### config.mk
export PLATFORM = sky130hd
export DESIGN_NAME = life_stepper
export DESIGN_NICKNAME = d
export VERILOG_FILES = /design/src/rtl/life_stepper.sv
export SDC_FILE = /design/constraint.sdc
export NUM_CORES = 1
export LEC_CHECK = 0
export CORE_MARGIN = 1.5
export CORE_UTILIZATION = 35
export DETAILED_ROUTE_END_ITERATION = 8
export PLACE_DENSITY = 0.57
export SETUP_SLACK_MARGIN = 0.4
export SYNTH_ARGS = -nofsm -noshare
export SYNTH_HDL_FRONTEND = slang
export SYNTH_SLANG_ARGS = --single-unit
### constraint.sdc
create_clock -name clk_130mhz -period 12.2 [get_ports clk_130mhz]
set_input_delay 2.44 -clock clk_130mhz [delete_from_list [all_inputs] [get_ports clk_130mhz]]
set_output_delay 2.44 -clock clk_130mhz [all_outputs]
set_load 0.05 [all_outputs]
### src/rtl/life_stepper.sv
// Game-of-Life generation engine driving the logic side of double_buffer.
// Each cell: nine neighbourhood reads, one drain cycle, one write-back.
module life_stepper #(
    parameter int WIDTH  = 64,
    parameter int HEIGHT = 48,
    parameter int ADDR_W = $clog2(WIDTH * HEIGHT),
    parameter int DATA_W = 1
) (
    input  logic              clk_130mhz,
    input  logic              rst_n_in,
    input  logic              step_in,
    output logic [ADDR_W-1:0] logic_addr_r,
    input  logic [DATA_W-1:0] logic_data_r,
    output logic [ADDR_W-1:0] logic_addr_w,
    output logic [DATA_W-1:0] logic_data_w,
    output logic              logic_wr_en,
    output logic              swap_out,
    output logic              busy_out,
    output logic [15:0]       gen_count_out
);

    localparam int XW = (WIDTH > 1) ? $clog2(WIDTH) : 1;
    localparam int YW = (HEIGHT > 1) ? $clog2(HEIGHT) : 1;

    typedef enum logic [1:0] {
        IDLE,
        READ,
        WRITE,
        SWAP
    } state_t;

    state_t        state;
    logic [XW-1:0] x;
    logic [YW-1:0] y;
    logic [3:0]    k;
    logic [3:0]    cnt;
    logic          alive;
    logic [15:0]   gen_cnt;

    logic          last_x;
    logic          last_cell;
    logic [XW-1:0] nxt_x;
    logic [YW-1:0] nxt_y;
    logic          datum;
    logic [3:0]    cnt_f;
    logic          nxt_alive;

    // Neighbourhood index 0..8 in row-major order, 4 is the centre cell.
    function automatic logic [ADDR_W-1:0] nb_addr(
        input logic [XW-1:0] cx,
        input logic [YW-1:0] cy,
        input logic [3:0]    idx
    );
        int dx;
        int dy;
        int nx;
        int ny;
        dy = int'(idx) / 3 - 1;
        dx = int'(idx) % 3 - 1;
        nx = int'(cx) + dx;
        ny = int'(cy) + dy;
        if (nx < 0) nx = WIDTH - 1;
        else if (nx >= WIDTH) nx = 0;
        if (ny < 0) ny = HEIGHT - 1;
        else if (ny >= HEIGHT) ny = 0;
        return ADDR_W'(ny * WIDTH + nx);
    endfunction

    assign last_x    = (x == XW'(WIDTH - 1));
    assign last_cell = last_x && (y == YW'(HEIGHT - 1));
    assign nxt_x     = last_x ? '0 : x + 1'b1;
    assign nxt_y     = last_cell ? '0 : (last_x ? y + 1'b1 : y);
    assign datum     = logic_data_r[0];
    assign cnt_f     = cnt + {3'b000, datum};
    // At k=9 cnt_f already includes the last neighbour.
    assign nxt_alive = (cnt_f == 4'd3) || (alive && cnt_f == 4'd2);

    assign gen_count_out = gen_cnt;

    always_ff @(posedge clk_130mhz or negedge rst_n_in) begin
        if (!rst_n_in) begin
            state        <= IDLE;
            x            <= '0;
            y            <= '0;
            k            <= '0;
            cnt          <= '0;
            alive        <= 1'b0;
            gen_cnt      <= '0;
            logic_addr_r <= '0;
            logic_addr_w <= '0;
            logic_data_w <= '0;
            logic_wr_en  <= 1'b0;
            swap_out     <= 1'b0;
            busy_out     <= 1'b0;
        end else begin
            logic_wr_en <= 1'b0;
            swap_out    <= 1'b0;
            unique case (state)
                IDLE: begin
                    if (step_in) begin
                        state        <= READ;
                        x            <= '0;
                        y            <= '0;
                        k            <= '0;
                        cnt          <= '0;
                        alive        <= 1'b0;
                        busy_out     <= 1'b1;
                        logic_addr_r <= nb_addr('0, '0, 4'd0);
                    end
                end
                READ: begin
                    // Datum for index k-1 is on the read port now.
                    if (k == 4'd5) alive <= datum;
                    else if (k != 4'd0) cnt <= cnt_f;
                    if (k < 4'd8) logic_addr_r <= nb_addr(x, y, k + 4'd1);
                    if (k == 4'd9) begin
                        state        <= WRITE;
                        logic_wr_en  <= 1'b1;
                        logic_addr_w <= nb_addr(x, y, 4'd4);
                        logic_data_w <= DATA_W'(nxt_alive);
                    end else begin
                        k <= k + 4'd1;
                    end
                end
                WRITE: begin
                    x <= nxt_x;
                    y <= nxt_y;
                    if (last_cell) begin
                        state    <= SWAP;
                        swap_out <= 1'b1;
                    end else begin
                        state        <= READ;
                        k            <= '0;
                        cnt          <= '0;
                        alive        <= 1'b0;
                        logic_addr_r <= nb_addr(nxt_x, nxt_y, 4'd0);
                    end
                end
                SWAP: begin
                    state    <= IDLE;
                    busy_out <= 1'b0;
                    gen_cnt  <= gen_cnt + 16'd1;
                end
                default: state <= IDLE;
            endcase
        end
    end

endmodule

After elaboration in Yosys (flattened, before gate mapping)
Index checks and enable logic that the tools add are counted.

Logic and storage cells: 130. Memories: 0. Latch bits: 0. RAM bits: 0. Output and inout port bits: 44. Input port bits: 4. Register bits after elaboration: 67. Bits in read-only memories: 0.

Equal/unequal tests: 17. Reduce and logical (&&, ||, !) cells: 16. Divide/modulo/power cells: 2. $mul: 0. Bitwise operators: 0. Shift-type cells: 0. Magnitude comparators: 13. $add $sub $neg: 14. Muxes and demuxes: 55.

Operator list (number): 2-to-1 mux 12 bit (13); 2-to-1 mux 6 bit (18); adder 7 x 32 -> 32 bit (2); less-than comparator 32 x 1 -> 1 bit, second input constant (2); subtractor 32 x 2 -> 32 bit, second input constant (2); adder 12 bit (3); one-hot mux 12 bit (3 select lines) (1); divider 5 x 3 -> 32 bit, second input constant (1); greater-or-equal comparator 32 x 7 -> 1 bit, second input constant (1); greater-or-equal comparator 32 x 8 -> 1 bit, second input constant (1); remainder unit 5 x 3 -> 32 bit, second input constant (1); one-hot mux 4 bit (3 select lines) (2); one-hot mux 6 bit (2 select lines) (2); 2-to-1 mux 4 bit (5); adder 16 x 1 -> 16 bit, second input constant (1); adder 7 x 1 -> 8 bit, second input constant (2); less-than comparator 8 x 1 -> 1 bit, second input constant (2); != test 2 bit, second input constant (8); adder 6 x 1 -> 6 bit, second input constant (2); == test 6 bit, second input constant (2); less-than comparator 6 x 1 -> 1 bit, second input constant (2); AND reduction 4 bit (3); == test 4 x 2 -> 1 bit, second input constant (2); greater-or-equal comparator 8 x 7 -> 1 bit, second input constant (1); other kinds (23) (38).

Logic depth before layout (Yosys ltp)
Depth in word-level cells: 12. Gate-level depth with buffers: 36. Depth with buffers taken out: 35.

Worst setup path before layout
OpenSTA, ideal clock, no wires.

Path type: register to register. From: reg k[0]. To: reg logic_addr_r[3]. Setup slack: 5.996 ns. Setup time: 0.082 ns. Stages on the path, launching flop included: 29. Arrival: 6.122 ns. Path buffers: 2. Path through: dfrtp_1 > ha_1 > buf_2 > nand2b_1 > o22a_1 > inv_1 > ha_1 > ha_1 > nor3_1 > nand3_1 > xor2_1 > ha_1 > or2_2 > nor2_1 > mux2i_1 > ha_1 > inv_1 > ha_1 > fa_1 > a211oi_1 > o21ai_0 > xnor2_1 > o2111ai_1 > or4_1 > a2111oi_0 > and4_1 > buf_2 > nand3_1 > a31oi_1.

Cells in the longest elaborated chain, start to end: 12. Elaborated cells on any way between the ends: 16. Classes of those cells: 4 x add/sub; 1 x div; 3 x order compare; 1 x eq/ne; 6 x mux; 1 x reduce/logical.

RTL lines: start, declared (line 35) `logic [3:0] k;`; start signal, assigned (line 122) `k <= k + 4'd1;`; adder 4 x 1 -> 4 bit (line 115) `if (k < 4'd8) logic_addr_r <= nb_addr(x, y, k + 4'd1);`; remainder unit 5 x 3 -> 32 bit (line 59) `dx = int'(idx) % 3 - 1;`; subtractor 32 x 2 -> 32 bit (line 59); adder 7 x 32 -> 32 bit (line 60) `nx = int'(cx) + dx;`; greater-or-equal comparator 32 x 8 -> 1 bit (line 63) `else if (nx >= WIDTH) nx = 0;`; 2-to-1 mux 12 bit (line 63); 2-to-1 mux 12 bit (line 62) `if (nx < 0) nx = WIDTH - 1;`; 2-to-1 mux 12 bit (line 115); 2-to-1 mux 12 bit (line 98) `unique case (state)`; adder 12 bit (line 66) `return ADDR_W'(ny * WIDTH + nx);`; 2-to-1 mux 12 bit (line 115); one-hot mux 12 bit (3 select lines) (line 98); end signal, assigned (line 108) `logic_addr_r <= nb_addr('0, '0, 4'd0);`; end signal, assigned (line 115); end signal, assigned (line 136) `logic_addr_r <= nb_addr(nxt_x, nxt_y, 4'd0);`; end, declared (line 12) `output logic [ADDR_W-1:0] logic_addr_r,`.

Several ways; a longest one is shown, not always the timed one. The select of a mux whose other input is x is not followed. A chain may end at the register's enable or synchronous reset.

Final worst setup path
From: reg k[0]. To: reg logic_addr_r[4].

The elaborated chain is that of the path after synthesis.

==> results.toml <==
[outcome]
outcome = "complete, no violations"

[job]
maxCapViolations = 0

[synthesis]
ys_warn_count = 0
ys.flop_type = "dfrtp_1"
synth_area_um2 = 7139
netlist_instances = 919
yosys.area.top_type_share_pct = 23.48
syn_area_per_cell_um2 = 7.769
yosys-top-cells-count = "101 x nand2_1, 91 x inv_1, 74 x ha_1, 67 x dfrtp_1, 65 x o21ai_0"
synth_largest_area_cell = "dfrtp_1"
ys_seq_area_share_pct = 23.48
yosys-top-cells-area = "dfrtp_1 23%, ha_1 13%, nand2_1 5.3%"
post-synth-top-count-cell = "nand2_1"
synth_seq_cells = 67
synthArstFlopShare_pct = 100.0
synth_edf_count = 0
ys_types = 82

[routing]
wirelength_um = 19750
postRouteAntennaNets = 0
firstDrtPassIters = 5
drt_iter0_drc = 607
vias_per_cell = 5.494
wl_per_cell_um = 16.12
routed-via-count = 6730
drcViolationCount = 0

[sta]
tightest_slew_ps = 977.4
period_minus_slack_ps = 7490
finalHoldViolCount = 0
relSlewSlack_pct = 34.66
rsz0062_at_grt = "false"
slew_violations = 0
fin_skew_ps = 7.988
setup_viol = 0
period_share_pct = 61.40
setup_tns_ps = 0
fmax_ghz = 0.1335

[placement]
dp_hpwl_um = 15390
gp_congestion = 0.9649
placement.io_buffers = 47

[die]
rows = 52
fp.coreArea_um2 = 20100
die_w_um = 145.8
ioPinCount = 48
dieArea_um2 = 21260
fp.dieH_um = 145.8
initial_core_util_pct = 35.51

[clock_network]
cts_tree = "done"
ctsRootBufferMaster = "clkbuf_16"
clkTransAtPathRegs_ps = 60
clock_latency_ps = 340
ctsResizeCount = 0
ctsHoldBuffers = 0
ctsHtreeMaxLevel = 3
cts_num_sinks = 67
cts_setup_buffers = 0
cts_made_buffers = 9
cts_buffer_depth = 2

[worst_setup_path]
critPathKind = "flip-flop to flip-flop"
cp.required_ps = 12460
start_kind = "flip-flop"
critPathArrivalTime_ps = 7750
critPathMaxFanout = 15
cp-end-kind = "flip-flop"

[min_path]
hp-class = "flip-flop to flip-flop"

[cells_and_area]
syn_to_final_growth_pct = 14.23
n_antenna_cell = 0
drive_gt1_share_pct = 4.503
fin_nets = 1031

[global_routing]
gr-total-overflow = 0
grt_pass1_vias = 6119
grt_max_degree = 68
grt_usage_pct = 18.86
antenna_found_initial = 0
grt_pass1_wl_um = 32490
==> worst max-delay path, stage by stage, from the launching register on <==
cell,delay [ps]
dfrtp_1,510
nand2_1,160
xnor2_1,410
o22a_1,290
inv_1,70
ha_1,230
ha_1,270
nor3_1,200
nand3_1,390
xor2_1,340
ha_1,300
or2_2,330
nor2_1,290
nor3_1,100
o31a_1,270
ha_1,270
inv_1,40
ha_1,360
o211ai_1,120
o211ai_1,460
nand3_1,140
a21boi_0,400
o311a_1,230
o221ai_1,120
a2111oi_2,720
nand3_1,170
a31oi_1,200
==> cell families (layout without fill, tap and decap cells) <==
kind of cell               Yosys count  in the layout  share of synthesized area (%)
buffers and inverters              128            159                          6.922
adders and majority gates           77             77                          13.81
other                                2              7                         0.1052
muxes                               14             14                          2.173
and+or+nand+nor                    314            314                          22.12
AOI/OAI and AO/OA                  268            268                          25.38
xor gates and xnor gates            49             49                          6.011
DFF                                 67             67                          23.48
==> registers in the layout, indices dropped and copies added (netlist names) <==
name	flops
logic_addr_w	12
logic_wr_en	1
x	6
cnt	4
state	2
alive	1
busy_out	1
y	6
logic_data_w	1
swap_out	1
gen_count_out	16
k	4
logic_addr_r	12
==> per-stage QoR <==
step	worst slack (ps)	instances	hold WS [ps]	utilization (%)	instance area [um2]
final	4710	1225	466.2	40.57	8155
after global routing	3928	1225	494.3	40.57	8155
after CTS	4742	1225	474.0	40.57	8155
after detailed placement	4759	1209	463.5	39.02	7845
after global placement	5067	1209	457.3	39.02	7845
after floorplan	5996	924	453.8	-	7158
==> final timing paths <==
path	from	endpoint	slack [ps]	cells after the start
setup / recovery	k[0]$_DFFE_PN0P_	logic_addr_r[4]$_DFFE_PN0P_	4710	26
hold / removal	gen_count_out[15]$_DFFE_PN0P_	gen_count_out[15]$_DFFE_PN0P_	470	1
max in group asynchronous	rst_n_in	k[0]$_DFFE_PN0P_	9430	1
setup reg to reg	k[0]$_DFFE_PN0P_	logic_addr_r[4]$_DFFE_PN0P_	4710	26
hold reg to reg	gen_count_out[15]$_DFFE_PN0P_	gen_count_out[15]$_DFFE_PN0P_	470	1
min in group asynchronous	rst_n_in	logic_addr_w[8]$_DFFE_PN0P_	2220	1
==> metal layers <==
layer	GRT usage, %	wire (um)	vias up
li1	-	-	3379
met4	4.898	297	0
met3	2.978	947	23
met1	27.30	9894	3114
met2	29.10	8605	214
met5	0	0	-
==> area by class of cell <==
class | count | area [um2]
Fill cell | 2069 | 11950
Multi-Input combinational cell | 729 | 4987
Sequential cell | 67 | 1677
Timing Repair Buffer | 51 | 498.0
Inverter | 92 | 345.3
Tap cell | 270 | 337.8
Clock buffer | 9 | 225.2
Clock inverter | 7 | 85.08
==> placed cells by master (no fill, tap or decap), types with 6 or more instances in the layout <==
| cell | count |
|---|---|
| a21boi_0 | 6 |
| nor2b_1 | 8 |
| or2_2 | 6 |
| and3_1 | 9 |
| clkdlybuf4s50_1 | 46 |
| xor2_1 | 15 |
| conb_1 | 7 |
| nor2_1 | 60 |
| xnor2_1 | 34 |
| mux2i_1 | 11 |
| o21bai_1 | 6 |
| o211ai_1 | 9 |
| nor3_1 | 17 |
| nor4_1 | 6 |
| a211oi_1 | 10 |
| nand3b_1 | 8 |
| o31ai_1 | 8 |
| and2_1 | 18 |
| ha_1 | 74 |
| a31oi_1 | 19 |
| nand2b_1 | 17 |
| nor3b_1 | 7 |
| clkbuf_16 | 9 |
| nand3_1 | 23 |
| a21oi_1 | 54 |
| inv_1 | 91 |
| nand2_1 | 101 |
| nand4_1 | 15 |
| a21o_1 | 15 |
| dfrtp_1 | 67 |
| o21ai_0 | 65 |
Power is not shown: default switching activity piles up to over one toggle a cycle in this logic, so the estimate is an artifact.
